--- config.mk ---
export PLATFORM = sky130hd
export DESIGN_NAME = pcs_rx_sync_16bit
export DESIGN_NICKNAME = d
export VERILOG_FILES = /design/src/rtl/pcs_rx_sync_16bit.sv
export SDC_FILE = /design/constraint.sdc
export NUM_CORES = 1
export LEC_CHECK = 0
export CAP_MARGIN = 20
export CORE_UTILIZATION = 38
export CTS_CLUSTER_DIAMETER = 200
export DETAILED_ROUTE_END_ITERATION = 10
export GPL_TIMING_DRIVEN = 0
export PLACE_DENSITY = 0.66
export SLEW_MARGIN = 10
export SYNTH_ARGS = -nofsm -noshare
export SYNTH_HDL_FRONTEND = slang
export SYNTH_SLANG_ARGS = --single-unit
export TNS_END_PERCENT = 10
--- constraint.sdc ---
create_clock -name clk_rx_i -period 2.6 [get_ports clk_rx_i]
set_clock_uncertainty 0.1 [all_clocks]
set_input_delay 0.52 -clock clk_rx_i [delete_from_list [all_inputs] [get_ports clk_rx_i]]
set_output_delay 0.52 -clock clk_rx_i [all_outputs]
set_load 0.03 [all_outputs]
--- src/rtl/pcs_rx_sync_16bit.sv ---
// 8b10b word-sync acquisition/monitor on K28.5 commas for a 16-bit PHY RX path.
// Optional running-disparity tracker built when PCS_RX_DISPARITY_EN is defined.
module pcs_rx_sync_16bit #(
  parameter int g_err_cnt_width  = 16,
  parameter int g_commas_to_sync = 3,
  parameter int g_bad_to_loss    = 4
) (
  input  logic                       clk_rx_i,
  input  logic                       rst_i,
  input  logic [15:0]                rx_data_i,
  input  logic [1:0]                 rx_k_i,
  input  logic                       rx_enc_err_i,
  output logic                       synced_o,
  output logic [15:0]                rx_data_o,
  output logic [1:0]                 rx_k_o,
  output logic                       rx_valid_o,
  output logic                       rx_disparity_o,
  output logic [g_err_cnt_width-1:0] err_cnt_o,
  output logic                       los_event_o
);

  localparam int BW = (g_bad_to_loss > 1) ? $clog2(g_bad_to_loss) : 1;
  localparam logic [2:0]    C_LAST   = 3'(g_commas_to_sync - 1);
  localparam logic [BW-1:0] BAD_LAST = BW'(g_bad_to_loss - 1);

  typedef enum logic [1:0] {LOS, ACQ, SYNC} state_t;

  state_t                      r_state;
  logic [2:0]                  r_comma_cnt;
  logic [BW-1:0]               r_bad_cnt;
  logic [1:0]                  r_good_cnt;
  logic [g_err_cnt_width-1:0]  r_err_cnt;
  logic                        r_synced, r_valid, r_los;
  logic [15:0]                 r_data;
  logic [1:0]                  r_k;

  logic w_comma, w_misal, w_invalid, w_acq_done, w_loss, w_ns_sync;

  assign w_comma    = rx_k_i[1] && (rx_data_i[15:8] == 8'hBC) && !rx_enc_err_i;
  assign w_misal    = rx_k_i[0] && (rx_data_i[7:0] == 8'hBC);
  assign w_invalid  = rx_enc_err_i || w_misal;
  assign w_acq_done = (r_state == ACQ) && w_comma && !w_invalid && (r_comma_cnt == C_LAST);
  assign w_loss     = (r_state == SYNC) && w_invalid && (r_bad_cnt == BAD_LAST);
  assign w_ns_sync  = w_acq_done || ((r_state == SYNC) && !w_loss);

  always_ff @(posedge clk_rx_i) begin
    if (rst_i) begin
      r_state     <= LOS;
      r_comma_cnt <= '0;
      r_bad_cnt   <= '0;
      r_good_cnt  <= '0;
      r_err_cnt   <= '0;
      r_synced    <= 1'b0;
      r_valid     <= 1'b0;
      r_los       <= 1'b0;
      r_data      <= '0;
      r_k         <= '0;
    end else begin
      r_data   <= rx_data_i;
      r_k      <= rx_k_i;
      r_synced <= w_ns_sync;
      r_valid  <= w_ns_sync && !w_invalid;
      r_los    <= w_loss;
      if (w_invalid && (r_err_cnt != '1)) r_err_cnt <= r_err_cnt + 1'b1;
      case (r_state)
        LOS: if (w_comma && !w_invalid) begin
          r_state     <= ACQ;
          r_comma_cnt <= 3'd1;
        end
        ACQ: begin
          if (w_invalid) begin
            r_state     <= LOS;
            r_comma_cnt <= '0;
          end else if (w_comma) begin
            if (w_acq_done) begin
              r_state     <= SYNC;
              r_comma_cnt <= '0;
              r_bad_cnt   <= '0;
              r_good_cnt  <= '0;
            end else begin
              r_comma_cnt <= r_comma_cnt + 3'd1;
            end
          end
        end
        SYNC: begin
          if (w_invalid) begin
            r_good_cnt <= '0;
            if (w_loss) begin
              r_state   <= LOS;
              r_bad_cnt <= '0;
            end else begin
              r_bad_cnt <= r_bad_cnt + 1'b1;
            end
          end else if (r_bad_cnt != '0) begin
            // four good words in a row earn back one bad credit
            if (r_good_cnt == 2'd3) begin
              r_bad_cnt  <= r_bad_cnt - 1'b1;
              r_good_cnt <= '0;
            end else begin
              r_good_cnt <= r_good_cnt + 2'd1;
            end
          end
        end
        default: r_state <= LOS;
      endcase
    end
  end

`ifdef PCS_RX_DISPARITY_EN
  localparam logic [31:0] C_DP6 = 32'b11101000100000011000000110010111;
  localparam logic [7:0]  C_DP4 = 8'b10001001;

  function automatic logic rd_byte(input logic rd, input logic [7:0] d, input logic k);
    logic dp6, dp4;
    dp6 = C_DP6[5'd31 - d[4:0]];
    dp4 = C_DP4[3'd7 - d[7:5]];
    if (k && (d[1:0] != 2'b00)) return rd;
    return rd ^ (k ^ dp6 ^ dp4);
  endfunction

  logic r_rd;
  always_ff @(posedge clk_rx_i) begin
    if (rst_i) r_rd <= 1'b0;
    else       r_rd <= rd_byte(rd_byte(r_rd, rx_data_i[15:8], rx_k_i[1]), rx_data_i[7:0], rx_k_i[0]);
  end
  assign rx_disparity_o = r_rd;
`else
  assign rx_disparity_o = 1'b0;
`endif

  assign synced_o    = r_synced;
  assign rx_data_o   = r_data;
  assign rx_k_o      = r_k;
  assign rx_valid_o  = r_valid;
  assign err_cnt_o   = r_err_cnt;
  assign los_event_o = r_los;

endmodule

==> results.yml, run 1 <==
power_and_ir_drop:
  power_mw: 1.31
  ir_worst_vdd_mv: 0.235
  p_per_area_nw_per_um2: 477
  p_leak_nw: 1.02
worst_setup_path:
  crit_type: "in2reg"
  cp.buffers_inverters: 1
  reg2reg_depth: 7
  crit_family: "simple AND/OR/NAND/NOR gates"
  cp.arrival_ns: 2.55
  cp_num_cells: 6
  slowest_delay_ns: 0.43
  path_cells: "clkdlybuf4s50_1 -> nand4bb_1 -> nor4_2 -> nand2_1 -> a221o_1 -> mux2_4"
  endpoint_kind: "flip-flop"
  critPathLaunchType: "primary input"
  path_max_fanout: 5
  cp_slowest_cell: "clkdlybuf4s50_1"
  crit_required_ns: 2.69
grt:
  use_met1_pct: 22.1
  grt-ovfl-total: 0
  grt.busiest_layer: "met2"
  grt_usage_pct: 15.9
  gr-usage-met3_pct: 3.35
  antenna_found_initial: 0
  grt_max_degree: 14
  grt_pass1_wl_mm: 6.73
  grt_pass1_vias: 1475
  grt_use_met2_pct: 23.2
synthesis:
  ys_ff_latch: 46
  synth_cells: 211
  synthArstFlopShare_pct: 0
  synth_area_per_cell_sq_um: 9.52
  ys_warn_count: 0
  synth_cell_types: 44
  synth_flop_cell: "dfxtp_1"
  synthesis.area_sq_um: 2010
  ys_seq_area_share_pct: 45.8
  synth_edf_count: 0
  synth_nets: 238
floorplan:
  die_x_um: 74.7
  core-area_sq_um: 5110
  pin_count: 59
  die_height_um: 74.7
  start_util_pct: 39.3
  rows: 26
  die_area_sq_um: 5580
cts:
  postCtsSetupBuffers: 0
  path_clk_slew_ns: 0.08
  cts_tree: "yes"
  clock_path_buffers: 2
  cts.htree.levels: 2
  cts-buffers-inserted: 5
  cts_sinks: 46
  insertion_delay_ns: 0.30
  clk_root_buffer_cell: "clkbuf_8"
  cts_resized: 0
  hold_buffers: 0
min_path:
  hold_path_depth: 2
  hold_class: "reg2reg"
route:
  drt_iter0_markers: 61
  viasPerCell: 4.97
  drtPass1Iterations: 6
  vias: 1709
  ant_nets: 0
  route.detailed.drc: 0
  routedWlPerCell_um: 12.6
  totalWireLength_mm: 4.32
sta:
  fin_crit_sh_pct: 94.3
  fmax_ghz: 0.408
  hold_viol: 0
  drv_slew: 0
  finalWorstSetupSlack_ns: 0.149
  setup_viol: 0
  grt_setup_unrepaired: "no"
  fin_crit_ns: 2.45
  fin_setup_tns_ns: 0
placed_design:
  port_buffers: 56
  place.gp.congestion: 0.824
  hpwl_mm: 3.16
  dp_slack_ns: -0.141
layout:
  final_layout_size_suffix_gt1_share_pct: 5.84
  final_nets: 301
  antenna_cells: 0
  area_growth_syn_to_layout_pct: 36.2
run:
  drv_cap: 0
outcome:
  status: "complete, no violations"
## path summary, 6_finish.rpt
path / slack, ns / startpoint / to
worst max-delay path: 0.15 / rx_data_i[14] / r_bad_cnt[0]
worst max register to register: 0.49 / r_comma_cnt[0] / r_bad_cnt[0]
worst min-delay path: 0.37 / r_good_cnt[1] / r_good_cnt[1]
worst min register to register: 0.37 / r_good_cnt[1] / r_good_cnt[1]
## flip-flops by register name (all words and copies together), names as in the netlist
| name | count |
|---|---|
| rx_data_o | 16 |
| r_good_cnt | 2 |
| err_cnt_o | 16 |
| rx_valid_o | 1 |
| r_bad_cnt | 2 |
| synced_o | 1 |
| los_event_o | 1 |
| rx_k_o | 2 |
| r_state | 2 |
| r_comma_cnt | 3 |
## cell type report
| class | count | area, sq um |
|---|---|---|
| Inverter | 6 | 22.5 |
| Buffer | 9 | 46.3 |
| Clock buffer | 5 | 68.8 |
| Sequential cell | 46 | 921 |
| Timing Repair Buffer | 56 | 561 |
| Fill cell | 493 | 2370 |
| Clock inverter | 2 | 10.0 |
| Tap cell | 70 | 87.6 |
| Multi-Input combinational cell | 150 | 1020 |
## layer usage
layer	vias to the layer above	routed length (um)
li1	860	-
met1	788	2190
met2	55	1770
met3	6	291
met4	0	78
met5	-	0
## where the power goes
group	internal, mW	switching [mW]	leakage (nW)
logic	0.0769	0.0844	0.598
clock network	0.181	0.234	0.0438
registers	0.722	0.00707	0.376
## stage by stage
stage / instance area (sq um) / cells / util, % / hold WS (ns)
final: 2740 / 344 / 53.6 / 0.369
after CTS: 2740 / 344 / 53.6 / 0.372
after floorplan: 2010 / 211 / - / 0.338
after global placement: 2660 / 337 / 52.0 / 0.352
after global routing: 2740 / 344 / 53.6 / 0.409
after detailed placement: 2660 / 337 / 52.0 / 0.360
## tightest hold or removal path, cell delays in order, from the launching register on
cell     delay [ns]
dfxtp_1        0.32
nand2_1        0.05
mux2i_1        0.05
## cell usage after synthesis (2+ instances only)
master,number,area share (%)
dfxtp_1,46,46
nor2b_1,19,5.9
nor2_1,16,3.0
nand2_1,14,2.6
xor2_1,10,4.4
and3_1,8,2.5
a21oi_1,7,1.7
clkbuf_1,6,1.1
ha_1,6,3.7
inv_1,6,1.1
mux2i_1,6,3.0
nand3_1,6,1.5
and2_1,5,1.6
nor3_1,5,1.2
and4_1,4,1.7
nand4_1,4,1.2
nand2b_1,3,0.93
nand4bb_1,3,1.7
o211ai_1,3,1.1
o21ai_0,3,0.75
or3_1,3,0.93
a31oi_1,2,0.62
nor4_1,2,0.62
o2111ai_1,2,0.87
o31ai_1,2,0.75
xnor2_1,2,0.87
## cells in the final DEF, fill, tap and decap left out, types with 6 or more instances in the layout
| master | instances |
|---|---|
| a21oi_1 | 7 |
| and3_1 | 8 |
| clkbuf_1 | 6 |
| clkdlybuf4s50_1 | 56 |
| dfxtp_1 | 46 |
| ha_1 | 6 |
| inv_1 | 6 |
| mux2i_1 | 6 |
| nand2_1 | 14 |
| nand3_1 | 6 |
| nor2_1 | 16 |
| nor2b_1 | 19 |
| xor2_1 | 10 |
## kinds of logic (layout without fill, tap and decap cells)
| family | Yosys count | in the layout | synth area share, % |
|---|---|---|---|
| AND/OR/NAND/NOR | 98 | 98 | 28.3 |
| AO/OA/AOI/OAI | 26 | 26 | 9.53 |
| buffers and inverters | 15 | 78 | 3.42 |
| multiplexers | 7 | 7 | 3.74 |
| adder cells (fa/ha/maj) | 6 | 6 | 3.74 |
| flip-flops | 46 | 46 | 45.8 |
| XOR/XNOR | 12 | 12 | 5.23 |
| other | 1 | 1 | 0.187 |
(Power assumes the default switching activity.)
==> run 2: changes to the inputs <==
--- a/config.mk
+++ b/config.mk
@@ -6,10 +6,10 @@
 export NUM_CORES = 1
 export LEC_CHECK = 0
 export CAP_MARGIN = 20
+export CORE_ASPECT_RATIO = 2
 export CORE_UTILIZATION = 38
 export CTS_CLUSTER_DIAMETER = 200
 export DETAILED_ROUTE_END_ITERATION = 10
-export GPL_TIMING_DRIVEN = 0
 export PLACE_DENSITY = 0.66
 export SLEW_MARGIN = 10
 export SYNTH_ARGS = -nofsm -noshare
==> run 2 against run 1 <==
Compared with the run above:
- core utilization increased by 1.9 points
- fmax increased by 5.3%
- non-clock buffer count rose by 7
- sequential power about the same
- register-to-register slack better by 0.17 ns
- clock power hardly changed
- total power grew 0.75%
- wire length grew 7.9%
- die area increased by 0.31%
- largest cell class unchanged
==> results.yml, run 2 (same netlist as run 1, synthesis figures left out) <==
grt:
  grt_pass1_vias: 1735
  antenna_found_initial: 0
  grt-ovfl-total: 0
  grt_usage_pct: 18.1
  grt_pass1_wl_mm: 7.53
  grt_max_degree: 45
cts:
  cts_resized: 0
  cts_tree: "yes"
  hold_buffers: 0
  clk_root_buffer_cell: "clkbuf_8"
  clock_path_buffers: 2
  cts-buffers-inserted: 5
  insertion_delay_ns: 0.30
  postCtsSetupBuffers: 0
  cts.htree.levels: 2
  cts_sinks: 46
  path_clk_slew_ns: 0.08
outcome:
  status: "complete, no violations"
layout:
  final_layout_size_suffix_gt1_share_pct: 9.96
  antenna_cells: 0
  area_growth_syn_to_layout_pct: 40.5
  final_nets: 308
  layout_common_cells: "clkdlybuf4s50_1, dfxtp_1, nor2b_1"
  mostFrequentLayoutCell: "clkdlybuf4s50_1"
route:
  route.detailed.drc: 0
  routedWlPerCell_um: 13.8
  viasPerCell: 5.09
  drtPass1Iterations: 4
  ant_nets: 0
  drt_iter0_markers: 19
  vias: 1724
  totalWireLength_mm: 4.66
min_path:
  min_to: "r_good_cnt[1]"
  hold_class: "reg2reg"
  hold_path_depth: 2
  min_from: "r_good_cnt[1]"
power_and_ir_drop:
  power_mw: 1.32
  p_leak_nw: 1.08
  p_per_area_nw_per_um2: 466
  ir_worst_vdd_mv: 0.329
worst_setup_path:
  cp_slowest_cell: "o41ai_4"
  path_max_fanout: 5
  rrSetupSlack_ns: 0.66
  r2r-end: "r_bad_cnt[0]"
  crit_required_ns: 2.69
  path_cells: "clkdlybuf4s50_1 -> or2_1 -> o41ai_4 -> nor2_1 -> a221o_1 -> mux2_4"
  cp.buffers_inverters: 1
  crit_type: "in2reg"
  reg2reg_depth: 8
  endpoint_kind: "flip-flop"
  cp.arrival_ns: 2.42
  reg2reg_from: "r_comma_cnt[0]"
  crit_family: "compound AO/OA/AOI/OAI gates"
  slowest_delay_ns: 0.44
  critPathLaunchType: "primary input"
floorplan:
  start_util_pct: 39.5
  pin_count: 59
  die_area_sq_um: 5600
  rows: 37
  die_height_um: 105
  die_x_um: 53.4
  core-area_sq_um: 5090
sta:
  setup_viol: 0
  grt_setup_unrepaired: "no"
  fin_crit_sh_pct: 89.6
  fin_crit_ns: 2.33
  fmax_ghz: 0.429
  hold_viol: 0
  drv_slew: 0
  finalWorstSetupSlack_ns: 0.271
placed_design:
  dp_slack_ns: -0.0379
  hpwl_mm: 3.46
  port_buffers: 57
  place.gp.congestion: 0.848
run:
  drv_cap: 0
## run 2: worst max-delay path by stage
stage / from / endpoint / cells past startpoint
6_report: rx_data_i[1] / r_bad_cnt[0] / 6
5_1_grt: rx_data_i[1] / err_cnt_o[13] / 7
4_1_cts: rx_data_i[1] / r_bad_cnt[0] / 6
3_5_place_dp: rx_data_i[1] / r_bad_cnt[0] / 6
3_3_place_gp: rx_data_i[1] / r_bad_cnt[0] / 6
2_1_floorplan: rx_data_i[1] / r_bad_cnt[0] / 5
## run 2: layout make-up
| cell class | count | area, sq um |
|---|---|---|
| fill | 492 | 2270 |
| multi-input combinational | 150 | 1020 |
| sequential | 46 | 921 |
| timing repair buffer | 72 | 708 |
| tap | 58 | 72.6 |
| clock buffer | 5 | 68.8 |
| inverter | 6 | 22.5 |
| clock inverter | 2 | 10.0 |
## run 2: tightest hold or removal path: stages (launching register included)
cell and delay, ns:
dfxtp_1 0.32, nand2_1 0.06, mux2i_1 0.06
## run 2: where the power goes
part / internal (mW) / leakage (nW) / switching [mW]
logic: 0.0857 / 0.658 / 0.0853
registers: 0.722 / 0.376 / 0.00786
clock network: 0.181 / 0.0438 / 0.234
total: 0.988 / 1.08 / 0.327
## run 2: routing by layer
metal	global-route usage [%]	part of all wire [%]
met5	0	0
met2	32.4	54
met4	9.77	3.6
met3	3.49	4.9
met1	18.1	37
## run 2: metrics by stage
| stage | cells | instance area [sq um] | util [%] | TNS, ns | hold slack, ns |
|---|---|---|---|---|---|
| after global routing | 339 | 2820 | 55.4 | 0 | 0.411 |
| after floorplan | 211 | 2010 | - | 0 | 0.338 |
| final | 339 | 2820 | 55.4 | 0 | 0.379 |
| after detailed placement | 332 | 2740 | 53.9 | -0.123 | 0.369 |
| after CTS | 339 | 2820 | 55.4 | 0 | 0.381 |
| after global placement | 332 | 2740 | 53.9 | -0.00174 | 0.347 |
